`src/rtl/transfer_unit.sv`:
```
// Register-transfer sequencer datapath with a two-state memory handshake FSM.
// Optional WAIT timeout/abort is enabled by defining TRANSFER_TIMEOUT_EN.
module transfer_unit (
   input  logic       i_clk,
   input  logic       i_rst,
   input  logic [3:0] i_transfer_cmd,
   input  logic       i_inc_pc,
   input  logic [1:0] i_inc_dec_sp,
   input  logic       i_sel_ap,
   input  logic       i_reset_ir,
   input  logic [7:0] i_alu_res,
   input  logic [7:0] i_in,
   output logic       o_mem_req,
   output logic       o_mem_we,
   output logic [7:0] o_mem_addr,
   output logic [7:0] o_mem_wdata,
   input  logic [7:0] i_mem_rdata,
   input  logic       i_mem_ack,
   output logic       o_stall,
   output logic [7:0] o_ir,
   output logic [7:0] o_a,
   output logic [7:0] o_ap,
   output logic [7:0] o_pc,
   output logic [7:0] o_sp,
   output logic [7:0] o_ma,
   output logic [7:0] o_md,
   output logic [7:0] o_out,
   output logic       o_out_valid,
   output logic       o_bus_error
);

   localparam logic [0:0] StIdle = 1'b0;
   localparam logic [0:0] StWait = 1'b1;

   logic [7:0] ir_q, ir_d, a_q, a_d, ap_q, ap_d, pc_q, pc_d, sp_q, sp_d;
   logic [7:0] ma_q, ma_d, md_q, md_d, out_q, out_d, addr_q, addr_d, wdata_q, wdata_d;
   logic       out_valid_q, out_valid_d, we_q, we_d;
   logic [0:0] state_q, state_d;
   logic       mem_cmd, done, done_we, exec, inc_ok;
`ifdef TRANSFER_TIMEOUT_EN
   logic [3:0] cnt_q, cnt_d;
   logic       bus_error_q, bus_error_d;
`endif

   assign mem_cmd = (i_transfer_cmd == 4'h2) || (i_transfer_cmd == 4'h9);

   always_comb begin
      ir_d        = ir_q;
      a_d         = a_q;
      ap_d        = ap_q;
      pc_d        = pc_q;
      sp_d        = sp_q;
      ma_d        = ma_q;
      md_d        = md_q;
      out_d       = out_q;
      out_valid_d = 1'b0;
      we_d        = we_q;
      addr_d      = addr_q;
      wdata_d     = wdata_q;
      state_d     = state_q;
      done        = 1'b0;
      done_we     = 1'b0;
      exec        = 1'b0;
      o_mem_req   = 1'b0;
      o_mem_we    = 1'b0;
      o_mem_addr  = 8'h00;
      o_mem_wdata = 8'h00;
`ifdef TRANSFER_TIMEOUT_EN
      cnt_d       = cnt_q;
      bus_error_d = bus_error_q;
`endif

      case (state_q)
         StIdle: begin
            if (mem_cmd) begin
               o_mem_req   = 1'b1;
               o_mem_we    = (i_transfer_cmd == 4'h9);
               o_mem_addr  = ma_q;
               o_mem_wdata = md_q;
               if (i_mem_ack) begin
                  done    = 1'b1;
                  done_we = o_mem_we;
               end else begin
                  state_d = StWait;
                  we_d    = o_mem_we;
                  addr_d  = ma_q;
                  wdata_d = md_q;
`ifdef TRANSFER_TIMEOUT_EN
                  cnt_d   = 4'h0;
`endif
               end
            end else begin
               exec = 1'b1;
            end
         end
         default: begin
            // Sequencer inputs are ignored here; the request is replayed from the latched copy.
            o_mem_req   = 1'b1;
            o_mem_we    = we_q;
            o_mem_addr  = addr_q;
            o_mem_wdata = wdata_q;
            if (i_mem_ack) begin
               done    = 1'b1;
               done_we = we_q;
               state_d = StIdle;
            end
`ifdef TRANSFER_TIMEOUT_EN
            else if (cnt_q == 4'hF) begin
               state_d     = StIdle;
               bus_error_d = 1'b1;
               if (!we_q) md_d = 8'hFF;
            end else begin
               cnt_d = cnt_q + 4'h1;
            end
`endif
         end
      endcase

      inc_ok = exec || done;
      if (inc_ok && i_inc_pc) pc_d = pc_q + 8'h01;
      if (inc_ok && (i_inc_dec_sp == 2'b01)) sp_d = sp_q + 8'h01;
      if (inc_ok && (i_inc_dec_sp == 2'b10)) sp_d = sp_q - 8'h01;
      if (done && !done_we) md_d = i_mem_rdata;

      // Explicit PC writes come after the increment so they win.
      if (exec) begin
         case (i_transfer_cmd)
            4'h1: ma_d = pc_q;
            4'h3: ir_d = md_q;
            4'h4: ma_d = md_q;
            4'h5: if (i_sel_ap) ap_d = md_q; else a_d = md_q;
            4'h6: ma_d = ap_q;
            4'h7: ma_d = sp_q;
            4'h8: md_d = i_sel_ap ? ap_q : a_q;
            4'hA: if (i_sel_ap) ap_d = i_alu_res; else a_d = i_alu_res;
            4'hB: pc_d = md_q;
            4'hC: a_d = i_in;
            4'hD: begin
               out_d       = a_q;
               out_valid_d = 1'b1;
            end
            4'hE: pc_d = ap_q;
            4'hF: md_d = pc_q;
            default: ;
         endcase
      end
      if (i_reset_ir) ir_d = 8'h00;

      o_stall = o_mem_req && !done;
   end

   always_ff @(posedge i_clk) begin
      if (i_rst) begin
         ir_q        <= 8'h00;
         a_q         <= 8'h00;
         ap_q        <= 8'h00;
         pc_q        <= 8'h00;
         sp_q        <= 8'h00;
         ma_q        <= 8'h00;
         md_q        <= 8'h00;
         out_q       <= 8'h00;
         out_valid_q <= 1'b0;
         we_q        <= 1'b0;
         addr_q      <= 8'h00;
         wdata_q     <= 8'h00;
         state_q     <= StIdle;
      end else begin
         ir_q        <= ir_d;
         a_q         <= a_d;
         ap_q        <= ap_d;
         pc_q        <= pc_d;
         sp_q        <= sp_d;
         ma_q        <= ma_d;
         md_q        <= md_d;
         out_q       <= out_d;
         out_valid_q <= out_valid_d;
         we_q        <= we_d;
         addr_q      <= addr_d;
         wdata_q     <= wdata_d;
         state_q     <= state_d;
      end
   end

`ifdef TRANSFER_TIMEOUT_EN
   always_ff @(posedge i_clk) begin
      if (i_rst) begin
         cnt_q       <= 4'h0;
         bus_error_q <= 1'b0;
      end else begin
         cnt_q       <= cnt_d;
         bus_error_q <= bus_error_d;
      end
   end
   assign o_bus_error = bus_error_q;
`else
   assign o_bus_error = 1'b0;
`endif

   assign o_ir        = ir_q;
   assign o_a         = a_q;
   assign o_ap        = ap_q;
   assign o_pc        = pc_q;
   assign o_sp        = sp_q;
   assign o_ma        = ma_q;
   assign o_md        = md_q;
   assign o_out       = out_q;
   assign o_out_valid = out_valid_q;

endmodule

```
`config.mk`:
```
export PLATFORM = sky130hd
export DESIGN_NAME = transfer_unit
export DESIGN_NICKNAME = d
export VERILOG_FILES = /design/src/rtl/transfer_unit.sv
export SDC_FILE = /design/constraint.sdc
export NUM_CORES = 1
export LEC_CHECK = 0
export CORE_ASPECT_RATIO = 2
export CORE_UTILIZATION = 40
export CTS_CLUSTER_DIAMETER = 80
export CTS_CLUSTER_SIZE = 12
export DETAILED_ROUTE_END_ITERATION = 6
export PLACE_DENSITY = 0.68
export SLEW_MARGIN = 10
export SYNTH_ARGS = -nofsm -noshare
export SYNTH_HDL_FRONTEND = slang
export SYNTH_SLANG_ARGS = --single-unit
export TNS_END_PERCENT = 5
```
`constraint.sdc`:
```
create_clock -name i_clk -period 3.7 [get_ports i_clk]
set_clock_uncertainty 0.05 [all_clocks]
set_input_delay 0.37 -clock i_clk [delete_from_list [all_inputs] [get_ports i_clk]]
set_output_delay 0.37 -clock i_clk [all_outputs]
set_load 0.01 [all_outputs]
```
==> results_tabular.tex, run 1 <==
\begin{tabular}{lr}
\hline
Metric & Value \\
\hline
\multicolumn{2}{l}{\textbf{Synthesis}} \\
Cell accounting for the most synthesized area & dfxtp\_1 \\
Yosys Warn Count & 0 \\
Net count of the mapped netlist & slightly below 600 \\
EDFF count, synth & 0 \\
Area share of the largest cell type after synthesis & 0.370 \\
Count of mapped cells out of synthesis & about 550 \\
Share of synthesized registers carrying an async set or reset & 0 \\
Cell area after technology mapping & between 4000 and 5000 µm² \\
Average cell area after synthesis & 8.15 µm² \\
Sequential fraction of the synthesis area & 0.370 \\
Ys flop type & dfxtp\_1 \\
Distinct cell type count after synthesis & 57 \\
Count of state elements after synthesis & 83 \\
Leading post-synthesis cells by cell area & dfxtp\_1, nand2\_1, a21oi\_1, mux2\_2, nor2\_1 \\
\multicolumn{2}{l}{\textbf{Finish}} \\
Layout cell share with drive strength beyond 1 & 0.0994 \\
Layout filler cell count & $\sim$1100 \\
Number of nets in the layout & 677 \\
Area of combinational cells with multiple inputs & approximately 2500 µm² \\
Footprint of the flip-flops and latches & around 1700 µm² \\
Ant. Diodes & 0 \\
Leading cell types in the layout, fill and taps excluded & clkdlybuf4s50\_1, nand2\_1, dfxtp\_1 \\
Area of all placed cells without fillers & $\sim$6000 µm² \\
Most common library cell in the layout ignoring fill and taps & clkdlybuf4s50\_1 \\
Signed area change from the synthesized netlist to the final layout & 33.4\% \\
\multicolumn{2}{l}{\textbf{Critical path}} \\
Worst-path maximum fanout & 22 \\
Crit path arrival time & about 2.8 ns \\
Critical path launch point type & input pin \\
Top cell family by delay on the critical path & buffers and inverters \\
Reg-to-reg critical path startpoint & state\_q\$\_SDFF\_PP0\_ \\
Required time of the critical path & 3.28 ns \\
R2r setup slk & around 1.4 ns \\
Worst path slowest cell & clkdlybuf4s50\_1 \\
Largest stage delay on the critical path & 0.66 ns \\
CP dominant cell by count & clkdlybuf4s50\_1 \\
Worst Setup Path Type & input pin to primary output \\
Count of buffering cells on the critical path with inverters included & 3 \\
Critical R2R Capture & o\_sp[6]\$\_SDFFE\_PP0P\_ \\
Nature of the critical path endpoint & primary output \\
Cells traversed along the worst timing path & clkdlybuf4s50\_1, nor4b\_2, nand2b\_1, buf\_4, nand2\_1, o21ai\_0, clkdlybuf4s50\_1 \\
Worst-case reg-to-reg path depth & 9 \\
\multicolumn{2}{l}{\textbf{Worst hold path}} \\
Hold path cells & 2 \\
Start point of the worst hold path & addr\_q[0]\$\_SDFFE\_PP0P\_ \\
Capture endpoint of the worst hold path & addr\_q[0]\$\_SDFFE\_PP0P\_ \\
Tightest Hold Check Type & flip-flop to flip-flop \\
\multicolumn{2}{l}{\textbf{CTS}} \\
Clock tree from TritonCTS & built \\
Clk Tree Root Cell & clkbuf\_16 \\
Worst skew pair latency & about 0.34 ns \\
Clock buffers created by TritonCTS & 9 \\
Clock tree buffer depth & 2 \\
Sink Count & slightly above 80 \\
Cells resized by post-CTS repair & 0 \\
Clock input transition at the sequential cells of the worst setup and hold paths & roughly 0.060 ns \\
Number of buffers inserted to repair setup after CTS & 0 \\
Number of H-tree branching levels & 3 \\
Count of hold buffers inserted by post-cts repair & 0 \\
\multicolumn{2}{l}{\textbf{GRT}} \\
Vias in the first global route & 4443 \\
Maximum number of pins on one net before global-route repair & 48 \\
Wire length of the first global-routing pass & 23.1 mm \\
Overflow left after global routing & 0 \\
Total GRT Usage & 0.253 \\
Number of antenna violations at the first check in global routing & 0 \\
\multicolumn{2}{l}{\textbf{Timing}} \\
Total setup violations reported at the end of the flow & 0 \\
Transition time at the pin with the least slew margin & 0.705 ns \\
Final slew viol count & 0 \\
Final setup TNS & 0 ns \\
Slew headroom & 0.526 \\
Setup repair after global routing missed its margin & false \\
Ratio of final minimum period to clock period & 0.867 \\
Final count of hold timing violations & 0 \\
Highest clock frequency the design can meet & slightly above 300 MHz \\
Shortest period the worst path allows & between 3 and 4 ns \\
\multicolumn{2}{l}{\textbf{Routing}} \\
First-pass iteration count of the detailed router & 4 \\
Remaining routing DRC violations & 0 \\
Vias per Instance & about 5.6 \\
Number of routed nets with antenna violations & 0 \\
Number of design-rule violations left by the first detailed-router iteration & roughly 150 \\
Total wire length after detailed routing & 14.4 mm \\
Routed length per placed instance & between 15 and 20 µm \\
Vias post-DR & approximately 4400 \\
\multicolumn{2}{l}{\textbf{Power}} \\
Maximum vdd drop & $\sim$0.00027 V \\
Leakage power & around 2.0 nW \\
Pwr Density & 384 nW/µm² \\
\multicolumn{2}{l}{\textbf{Job}} \\
Number of violations of the max-capacitance limit & 0 \\
\multicolumn{2}{l}{\textbf{Floorplanning}} \\
Floorplan die area & roughly 12000 µm² \\
DIE HEIGHT & $\sim$150 µm \\
Number of placement rows & 54 \\
Die W & about 77 µm \\
Number of top-level pins & between 100 and 150 \\
Core Area & $\sim$11000 µm² \\
Initial core utilization & 0.410 \\
\multicolumn{2}{l}{\textbf{Place}} \\
Routability congestion estimate from global placement & $\sim$0.9 \\
Detailed placer's ending HPWL & approximately 11 mm \\
DP Area & about 5700 µm² \\
Port Buf Inserts & approximately 120 \\
\multicolumn{2}{l}{\textbf{Status}} \\
Outcome & finished clean \\
\hline
\end{tabular}
==> cells by family after synthesis <==
| group | after synthesis | share of synthesized area |
|---|---|---|
| AOI/OAI and AO/OA | 155 | 0.239 |
| xor gates and xnor gates | 17 | 0.0332 |
| adders and majority gates | 2 | 0.00557 |
| buffers and inverters | 57 | 0.0632 |
| DFF | 83 | 0.370 |
| muxes | 25 | 0.0602 |
| other | 1 | 0.000835 |
| and+or+nand+nor | 211 | 0.228 |
==> per-stage QoR <==
step / cells / hold WS (ns) / setup WS, ns / power, mW / util
global placement: 768 / 0.393 / 0.429 / 1.33 / 0.517
floorplan: 551 / 0.387 / 1.05 / 1.19 / -
detailed placement: 768 / 0.397 / 0.322 / 1.34 / 0.517
CTS: 784 / 0.404 / 0.500 / 2.31 / 0.547
finish: 784 / 0.402 / 0.492 / 2.30 / 0.547
global route: 784 / 0.428 / 0.332 / 2.39 / 0.547
==> synth_stat cells, drive strengths merged, types with 10 or more instances <==
| cell | instances |
|---|---|
| o21ai | 28 |
| a211oi | 20 |
| dfxtp | 83 |
| nor2 | 49 |
| a22oi | 17 |
| a21oi | 45 |
| mux2 | 16 |
| clkbuf | 22 |
| nand2 | 98 |
| o211ai | 10 |
| and2 | 11 |
| o22ai | 16 |
| buf | 29 |
==> layout make-up <==
class,count,area share
multi-input cells,411,0.425
repair buffers,128,0.209
clock buffers,11,0.0422
flip-flops and latches,83,0.277
well taps,140,0.0293
clock inverters,5,0.0125
inverters,6,0.00418
==> metal layers <==
layer,vias to the layer above,global-route usage,share of wire
met4,0,0.161,0.055
met3,48,0.0342,0.043
met1,2078,0.256,0.34
met2,147,0.473,0.56
li1,2139,-,-
met5,-,0,0
==> power by group <==
part	internal, mW	total (mW)	switching [mW]	leakage, nW
combinational	0.168	0.337	0.169	1.13
clock	0.624	0.980	0.356	0.165
sequential	0.923	0.984	0.0608	0.672
total	1.72	2.30	0.585	1.97
==> worst max path at each step <==
| stage | start | endpoint | slack, ns | depth (start not counted) |
|---|---|---|---|---|
| 4_1_cts | i_transfer_cmd[3] | o_mem_wdata[2] | 0.50 | 7 |
| 2_1_floorplan | i_transfer_cmd[3] | o_sp[6]$_SDFFE_PP0P_ | 1.05 | 11 |
| 6_report | i_transfer_cmd[3] | o_mem_wdata[5] | 0.49 | 7 |
| 5_1_grt | i_transfer_cmd[3] | o_mem_addr[1] | 0.33 | 7 |
| 3_3_place_gp | i_transfer_cmd[3] | o_sp[4]$_SDFFE_PP0P_ | 0.43 | 11 |
| 3_5_place_dp | i_transfer_cmd[3] | o_sp[6]$_SDFFE_PP0P_ | 0.32 | 11 |
==> worst min-delay path, cell delays in order, from the launching register on <==
cell	delay [ns]
dfxtp_1	0.31
nand2_1	0.05
a21oi_1	0.05
No activity file was read; power rests on OpenSTA's default activity.
==> run 2: changes to the inputs <==
--- a/config.mk
+++ b/config.mk
@@ -5,12 +5,12 @@
 export SDC_FILE = /design/constraint.sdc
 export NUM_CORES = 1
 export LEC_CHECK = 0
-export CORE_ASPECT_RATIO = 2
 export CORE_UTILIZATION = 40
 export CTS_CLUSTER_DIAMETER = 80
 export CTS_CLUSTER_SIZE = 12
 export DETAILED_ROUTE_END_ITERATION = 6
 export PLACE_DENSITY = 0.68
+export SKIP_CTS_REPAIR_TIMING = 1
 export SLEW_MARGIN = 10
 export SYNTH_ARGS = -nofsm -noshare
 export SYNTH_HDL_FRONTEND = slang
==> run 2 against run 1 <==
Via count grew 0.23%. Final area shrank 1.6%. Die area shrank 0.22%. Setup slack gained 0.0075 ns. Largest power group unchanged. Cell count grew 0.38%. Clock power shrank 29%. Core utilization shrank 0.57 points. Global-route usage shrank 0.46 points. First-iteration DRC count grew 140%. Flip-flop and latch count is the same. Combinational power grew 1%. Routed wire length shrank 2.7%.
==> results_tabular.tex, run 2 (synthesized netlist as in run 1, its figures left out) <==
\begin{tabular}{lr}
\hline
Metric & Value \\
\hline
\multicolumn{2}{l}{\textbf{Timing}} \\
Highest clock frequency the design can meet & 312 MHz (about the same) \\
Shortest period the worst path allows & 3.20 ns (was 3.21 ns) \\
Total setup violations reported at the end of the flow & 0 (unchanged) \\
Worst-case setup margin in the final layout & 0.500 ns (was 0.492 ns) \\
Transition time at the pin with the least slew margin & 0.730 ns (was 0.705 ns) \\
Ratio of final minimum period to clock period & 0.865 (was 0.867) \\
Post-route worst hold slack & 0.408 ns (was 0.402 ns) \\
Slew headroom & 0.510 (was 0.526) \\
Final setup TNS & 0 ns (unchanged) \\
Final slew viol count & 0 (unchanged) \\
Setup repair after global routing missed its margin & false (unchanged) \\
Final count of hold timing violations & 0 (unchanged) \\
\multicolumn{2}{l}{\textbf{GRT}} \\
Vias in the first global route & 4132 (was 4443) \\
Overflow left after global routing & 0 (unchanged) \\
Wire length of the first global-routing pass & 22.2 mm (was 23.1 mm) \\
Maximum number of pins on one net before global-route repair & 48 (unchanged) \\
Number of antenna violations at the first check in global routing & 0 (unchanged) \\
Total GRT Usage & 0.249 (was 0.253) \\
\multicolumn{2}{l}{\textbf{Critical path}} \\
Worst-case reg-to-reg path depth & 9 (unchanged) \\
Critical Path End & o\_mem\_addr[4] (was o\_mem\_wdata[5]) \\
R2r setup slk & 1.47 ns (was 1.35 ns) \\
Critical R2R Capture & o\_sp[4]\$\_SDFFE\_PP0P\_ (was o\_sp[6]\$\_SDFFE\_PP0P\_) \\
Crit path arrival time & 2.78 ns (was 2.79 ns) \\
Reg-to-reg critical path startpoint & state\_q\$\_SDFF\_PP0\_ (unchanged) \\
Worst-path maximum fanout & 18 (was 22) \\
Cells traversed along the worst timing path & clkdlybuf4s50\_1, buf\_4, nand4bb\_1, nand2b\_1, buf\_4, nand2\_1, o21ai\_0, clkdlybuf4s50\_1 (was clkdlybuf4s50\_1, nor4b\_2, nand2b\_1, buf\_4, nand2\_1, o21ai\_0, clkdlybuf4s50\_1) \\
Required time of the critical path & 3.28 ns (about the same) \\
Launching instance or port of the critical path & i\_transfer\_cmd[3] (unchanged) \\
Largest stage delay on the critical path & 0.71 ns (was 0.66 ns) \\
Worst Setup Path Type & input pin to primary output (unchanged) \\
Critical path launch point type & input pin (unchanged) \\
Nature of the critical path endpoint & primary output (unchanged) \\
Worst path slowest cell & clkdlybuf4s50\_1 (unchanged) \\
\multicolumn{2}{l}{\textbf{Place}} \\
Detailed placer's ending HPWL & 9.92 mm (was 10.8 mm) \\
Port Buf Inserts & 119 (unchanged) \\
Count of placed standard cells including taps & 771 (was 768) \\
Placement Setup Slack & 0.493 ns (was 0.322 ns) \\
Routability congestion estimate from global placement & 0.890 (was 0.926) \\
DP Area & 5680 µm² (was 5660 µm²) \\
\multicolumn{2}{l}{\textbf{Routing}} \\
Number of routed nets with antenna violations & 0 (unchanged) \\
Vias per Instance & 5.62 (was 5.63) \\
Total wire length after detailed routing & 14.0 mm (was 14.4 mm) \\
Vias post-DR & 4422 (was 4412) \\
Remaining routing DRC violations & 0 (unchanged) \\
Routed length per placed instance & 17.8 µm (was 18.3 µm) \\
Number of design-rule violations left by the first detailed-router iteration & 368 (was 154) \\
First-pass iteration count of the detailed router & 5 (was 4) \\
\multicolumn{2}{l}{\textbf{Finish}} \\
Final non-filler cell total & 787 (was 784) \\
Signed area change from the synthesized netlist to the final layout & 31.3\% (was 33.4\%) \\
Layout cell share with drive strength beyond 1 & 0.104 (was 0.0994) \\
Ant. Diodes & 0 (unchanged) \\
Footprint of the flip-flops and latches & 1660 µm² (unchanged) \\
Number of nets in the layout & 680 (was 677) \\
Area of all placed cells without fillers & 5890 µm² (was 5990 µm²) \\
Most common library cell in the layout ignoring fill and taps & clkdlybuf4s50\_1 (unchanged) \\
Final core occ & 0.541 (was 0.547) \\
Area of combinational cells with multiple inputs & 2540 µm² (unchanged) \\
Layout filler cell count & 1048 (was 1065) \\
Leading cell types in the layout, fill and taps excluded & clkdlybuf4s50\_1, nand2\_1, dfxtp\_1 (unchanged) \\
\multicolumn{2}{l}{\textbf{Floorplanning}} \\
Initial core utilization & 0.412 (was 0.410) \\
Number of top-level pins & 121 (unchanged) \\
Number of placement rows & 38 (was 54) \\
Floorplan die area & 11700 µm² (about the same) \\
Die W & 108 µm (was 76.9 µm) \\
Core Area & 10900 µm² (about the same) \\
DIE HEIGHT & 108 µm (was 152 µm) \\
\multicolumn{2}{l}{\textbf{Power}} \\
Maximum vdd drop & 0.000195 V (was 0.000266 V) \\
Portion of total power attributed to the clock network & 0.345 (was 0.426) \\
Post-layout power & 2.02 mW (was 2.30 mW) \\
Power dissipated by switching net loads & 0.576 mW (was 0.585 mW) \\
Share of power burned in registers & 0.486 (was 0.428) \\
Share of total power in combinational logic & 0.169 (was 0.146) \\
Leakage power & 1.93 nW (was 1.97 nW) \\
Switching power share of the total & 0.285 (was 0.254) \\
Internal power & 1.44 mW (was 1.72 mW) \\
Pwr Density & 343 nW/µm² (was 384 nW/µm²) \\
\multicolumn{2}{l}{\textbf{Job}} \\
Number of violations of the max-capacitance limit & 0 (unchanged) \\
\multicolumn{2}{l}{\textbf{CTS}} \\
Sink Count & 83 (unchanged) \\
Clock tree from TritonCTS & built (unchanged) \\
Clock input transition at the sequential cells of the worst setup and hold paths & 0.08 ns (was 0.06 ns) \\
Number of H-tree branching levels & 3 (unchanged) \\
Clk Tree Root Cell & clkbuf\_8 (was clkbuf\_16) \\
Worst skew pair latency & 0.36 ns (was 0.34 ns) \\
Clock tree buffer depth & 2 (unchanged) \\
Clock buffers created by TritonCTS & 9 (unchanged) \\
\multicolumn{2}{l}{\textbf{Worst hold path}} \\
Tightest Hold Check Type & flip-flop to flip-flop (unchanged) \\
\multicolumn{2}{l}{\textbf{Status}} \\
Outcome & finished clean (unchanged) \\
\hline
\end{tabular}
-- run 2: cell type report --
type / count / area share
clock buffer: 11 / 0.0257
sequential: 83 / 0.282
clock inverter: 5 / 0.0102
timing repair buffer: 131 / 0.217
multi-input combinational: 411 / 0.432
inverter: 6 / 0.00425
tap: 140 / 0.0297
-- run 2: routing by layer --
metal  routed length [µm]  GRT usage  part of all wire
met1                 6340      0.343              0.45
met4                  386      0.111             0.028
met5                    0          0                 0
met2                 6320      0.380              0.45
met3                  934     0.0410             0.067
-- run 2: worst max-delay path: cells and delay by family --
kind	cells	cell delay, ns
AOI/OAI and AO/OA	1	0.17
buffers and inverters	4	1.79
and+or+nand+nor	3	0.43
-- run 2: power by group through the flow --
stage	clock network [mW]	registers [mW]	logic (mW)
floorplan	0	0.980	0.209
global placement	0	1.00	0.334
detailed placement	0	1.00	0.338
CTS	0.705	0.981	0.341
global route	0.750	0.987	0.371
finish	0.696	0.982	0.342
-- run 2: worst min path at each step --
| stage | start | endpoint | slack, ns | depth (start not counted) |
|---|---|---|---|---|
| CTS | addr_q[7]$_SDFFE_PP0P_ | addr_q[7]$_SDFFE_PP0P_ | 0.41 | 2 |
| finish | addr_q[7]$_SDFFE_PP0P_ | addr_q[7]$_SDFFE_PP0P_ | 0.41 | 2 |
| global route | wdata_q[3]$_SDFFE_PP0P_ | wdata_q[3]$_SDFFE_PP0P_ | 0.44 | 2 |
| detailed placement | addr_q[7]$_SDFFE_PP0P_ | addr_q[7]$_SDFFE_PP0P_ | 0.40 | 2 |
| floorplan | addr_q[0]$_SDFFE_PP0P_ | addr_q[0]$_SDFFE_PP0P_ | 0.39 | 2 |
| global placement | addr_q[0]$_SDFFE_PP0P_ | addr_q[0]$_SDFFE_PP0P_ | 0.39 | 2 |
==> run 3: changes to the inputs <==
==> constraint.sdc (replaced) <==
create_clock -name i_clk -period 3.9 [get_ports i_clk]
set_clock_uncertainty 0.05 [all_clocks]
set_input_delay 0.39 -clock i_clk [delete_from_list [all_inputs] [get_ports i_clk]]
set_output_delay 0.39 -clock i_clk [all_outputs]
set_load 0.01 [all_outputs]
==> run 3 against run 2 <==
Critical path depth is 2 lower. Worst hold slack hardly changed. Largest power group unchanged. Power is 3.7% lower. Count of clock-buffer cells in the layout is 1 higher. Via count is 0.18% higher. Core utilization is 0.28 points lower. Global-route usage is 0.43 points lower. Combinational power is 7.0% lower. Sequential share of layout area is 0.14 points higher. First-iteration DRC count is 20% higher.
==> results_tabular.tex, run 3 (synthesized netlist as in run 1, its figures left out) <==
\begin{tabular}{lr}
\hline
Metric & Value \\
\hline
\multicolumn{2}{l}{\textbf{Power}} \\
Pwr Density & 332 nW/µm² (was 343 nW/µm²) \\
Maximum vdd drop & 0.000140 V (was 0.000195 V) \\
Leakage power & 1.91 nW (was 1.93 nW) \\
\multicolumn{2}{l}{\textbf{Timing}} \\
Ratio of final minimum period to clock period & 0.907 \\
Slew headroom & 0.480 (was 0.510) \\
Worst-case setup margin in the final layout & 0.362 ns (was 0.500 ns) \\
Total setup violations reported at the end of the flow & 0 (unchanged) \\
Highest clock frequency the design can meet & about 280 MHz \\
Transition time at the pin with the least slew margin & 0.779 ns (was 0.730 ns) \\
Final slew viol count & 0 (unchanged) \\
Shortest period the worst path allows & 3.54 ns \\
Setup repair after global routing missed its margin & false (unchanged) \\
Final count of hold timing violations & 0 (unchanged) \\
Final setup TNS & 0 ns (unchanged) \\
\multicolumn{2}{l}{\textbf{Routing}} \\
Number of design-rule violations left by the first detailed-router iteration & 443 (was 368) \\
First-pass iteration count of the detailed router & 5 (unchanged) \\
Number of routed nets with antenna violations & 0 (unchanged) \\
Vias post-DR & 4430 (was 4422) \\
Remaining routing DRC violations & 0 (unchanged) \\
Total wire length after detailed routing & 13.9 mm (was 14.0 mm) \\
Vias per Instance & 5.66 (was 5.62) \\
Routed length per placed instance & 17.8 µm (about the same) \\
\multicolumn{2}{l}{\textbf{Critical path}} \\
Largest stage delay on the critical path & 0.68 ns (was 0.71 ns) \\
CP dominant cell by count & clkdlybuf4s50\_1 \\
Nature of the critical path endpoint & primary output (unchanged) \\
Critical R2R Capture & o\_sp[6]\$\_SDFFE\_PP0P\_ (was o\_sp[4]\$\_SDFFE\_PP0P\_) \\
Count of buffering cells on the critical path with inverters included & 2 (was 4) \\
Worst-case reg-to-reg path depth & 9 (unchanged) \\
Critical Path End & o\_mem\_wdata[4] (was o\_mem\_addr[4]) \\
R2r setup slk & 1.58 ns (was 1.47 ns) \\
Required time of the critical path & 3.46 ns (was 3.28 ns) \\
Worst-path maximum fanout & 22 (was 18) \\
Launching instance or port of the critical path & i\_transfer\_cmd[3] (unchanged) \\
Top cell family by delay on the critical path & simple AND/OR/NAND/NOR gates (was buffers and inverters) \\
Worst path slowest cell & nand2b\_1 (was clkdlybuf4s50\_1) \\
Depth of the critical timing path with buffers and inverters included & 6 (was 8) \\
Crit path arrival time & 3.10 ns (was 2.78 ns) \\
Critical path launch point type & input pin (unchanged) \\
Worst Setup Path Type & input pin to primary output (unchanged) \\
Reg-to-reg critical path startpoint & state\_q\$\_SDFF\_PP0\_ (unchanged) \\
Cells traversed along the worst timing path & clkdlybuf4s50\_1, nor4b\_2, nand2b\_1, nand2\_1, o21ai\_0, clkdlybuf4s50\_1 (was clkdlybuf4s50\_1, buf\_4, nand4bb\_1, nand2b\_1, buf\_4, nand2\_1, o21ai\_0, clkdlybuf4s50\_1) \\
\multicolumn{2}{l}{\textbf{Floorplanning}} \\
Floorplan die area & 11700 µm² (unchanged) \\
DIE HEIGHT & 108 µm (unchanged) \\
Initial core utilization & 0.412 (unchanged) \\
Die W & 108 µm (unchanged) \\
Number of placement rows & 38 (unchanged) \\
Core Area & 10900 µm² (unchanged) \\
Number of top-level pins & 121 (unchanged) \\
\multicolumn{2}{l}{\textbf{Finish}} \\
Layout cell share with drive strength beyond 1 & 0.0935 (was 0.104) \\
Signed area change from the synthesized netlist to the final layout & 30.6\% (was 31.3\%) \\
Most common library cell in the layout ignoring fill and taps & clkdlybuf4s50\_1 (unchanged) \\
Ant. Diodes & 0 (unchanged) \\
Number of nets in the layout & 675 (was 680) \\
Leading cell types in the layout, fill and taps excluded & clkdlybuf4s50\_1, nand2\_1, dfxtp\_1 (unchanged) \\
\multicolumn{2}{l}{\textbf{Worst hold path}} \\
Tightest Hold Check Type & flip-flop to flip-flop (unchanged) \\
Start point of the worst hold path & addr\_q[0]\$\_SDFFE\_PP0P\_ (was addr\_q[7]\$\_SDFFE\_PP0P\_) \\
Hold path cells & 2 (unchanged) \\
\multicolumn{2}{l}{\textbf{CTS}} \\
Clock input transition at the sequential cells of the worst setup and hold paths & 0.08 ns (about the same) \\
Number of H-tree branching levels & 3 (unchanged) \\
Clock tree buffer depth & 2 (unchanged) \\
Clock buffers created by TritonCTS & 9 (unchanged) \\
Worst skew pair latency & 0.37 ns (was 0.36 ns) \\
Sink Count & 83 (unchanged) \\
Clk Tree Root Cell & clkbuf\_8 (unchanged) \\
Clock tree from TritonCTS & built (unchanged) \\
\multicolumn{2}{l}{\textbf{Status}} \\
Outcome & finished clean (unchanged) \\
\multicolumn{2}{l}{\textbf{GRT}} \\
Maximum number of pins on one net before global-route repair & 48 (unchanged) \\
Vias in the first global route & 4058 (was 4132) \\
Number of antenna violations at the first check in global routing & 0 (unchanged) \\
Wire length of the first global-routing pass & 21.8 mm (was 22.2 mm) \\
Total GRT Usage & 0.245 (was 0.249) \\
Overflow left after global routing & 0 (unchanged) \\
\multicolumn{2}{l}{\textbf{Place}} \\
Placement Setup Slack & 0.344 ns (was 0.493 ns) \\
Port Buf Inserts & 119 (unchanged) \\
Detailed placer's ending HPWL & 9.98 mm (was 9.92 mm) \\
Routability congestion estimate from global placement & 0.912 (was 0.890) \\
\multicolumn{2}{l}{\textbf{Job}} \\
Number of violations of the max-capacitance limit & 0 (unchanged) \\
\hline
\end{tabular}
-- run 3: changes by cell type in the layout (fill, tap and decap cells not counted), sizes merged --
cell | before | now
inv | 7 | 6
buf | 13 | 8
bufinv | 1 | 2
clkinvlp | 1 | 0
clkbuf | 11 | 12
-- run 3: metal layers --
metal | share of wire | vias up | track usage
met1 | 0.45 | 2052 | 0.344
met5 | 0 | - | 0
met3 | 0.074 | 26 | 0.0362
met4 | 0.022 | 0 | 0.0988
met2 | 0.46 | 215 | 0.373
li1 | - | 2137 | -
-- run 3: worst reg2reg max path, cell delays in order (launching register included) --
cell	delay, ns
dfxtp_1	0.34
o31ai_4	0.36
inv_4	0.12
nor2_1	0.15
xor2_1	0.09
ha_1	0.26
or3_1	0.40
a211oi_2	0.24
xnor2_1	0.14
nor2_1	0.05
-- run 3: how the worst min path moves through the flow --
stage,endpoint
final,addr_q[0]$_SDFFE_PP0P_
after global routing,wdata_q[1]$_SDFFE_PP0P_
after CTS,addr_q[1]$_SDFFE_PP0P_
after detailed placement,addr_q[1]$_SDFFE_PP0P_
after global placement,wdata_q[7]$_SDFFE_PP0P_
after floorplan,addr_q[0]$_SDFFE_PP0P_
-- run 3: power by group --
part	switching (mW)	internal (mW)	total (mW)
sequential	0.0571	0.875	0.932
clock	0.317	0.379	0.696
combinational	0.160	0.158	0.318
-- run 3: through the flow --
stage	hold slack [ns]	power [mW]	instances	utilization	instance area, µm²
4_1_cts	0.409	1.95	782	0.539	5860
3_5_place_dp	0.397	1.27	766	0.519	5650
6_report	0.408	1.95	782	0.539	5860
3_3_place_gp	0.392	1.26	766	0.519	5650
5_1_grt	0.432	2.03	782	0.539	5860
2_1_floorplan	0.387	1.13	551	-	4490
-- run 3: final cells by class --
| cell class | count | area [µm²] |
|---|---|---|
| multi-input cells | 411 | 2540 |
| repair buffers | 126 | 1240 |
| fillers | 1037 | 5020 |
| inverters | 6 | 25.0 |
| clock inverters | 4 | 73.8 |
| well taps | 140 | 175 |
| clock buffers | 12 | 145 |
| flip-flops and latches | 83 | 1660 |
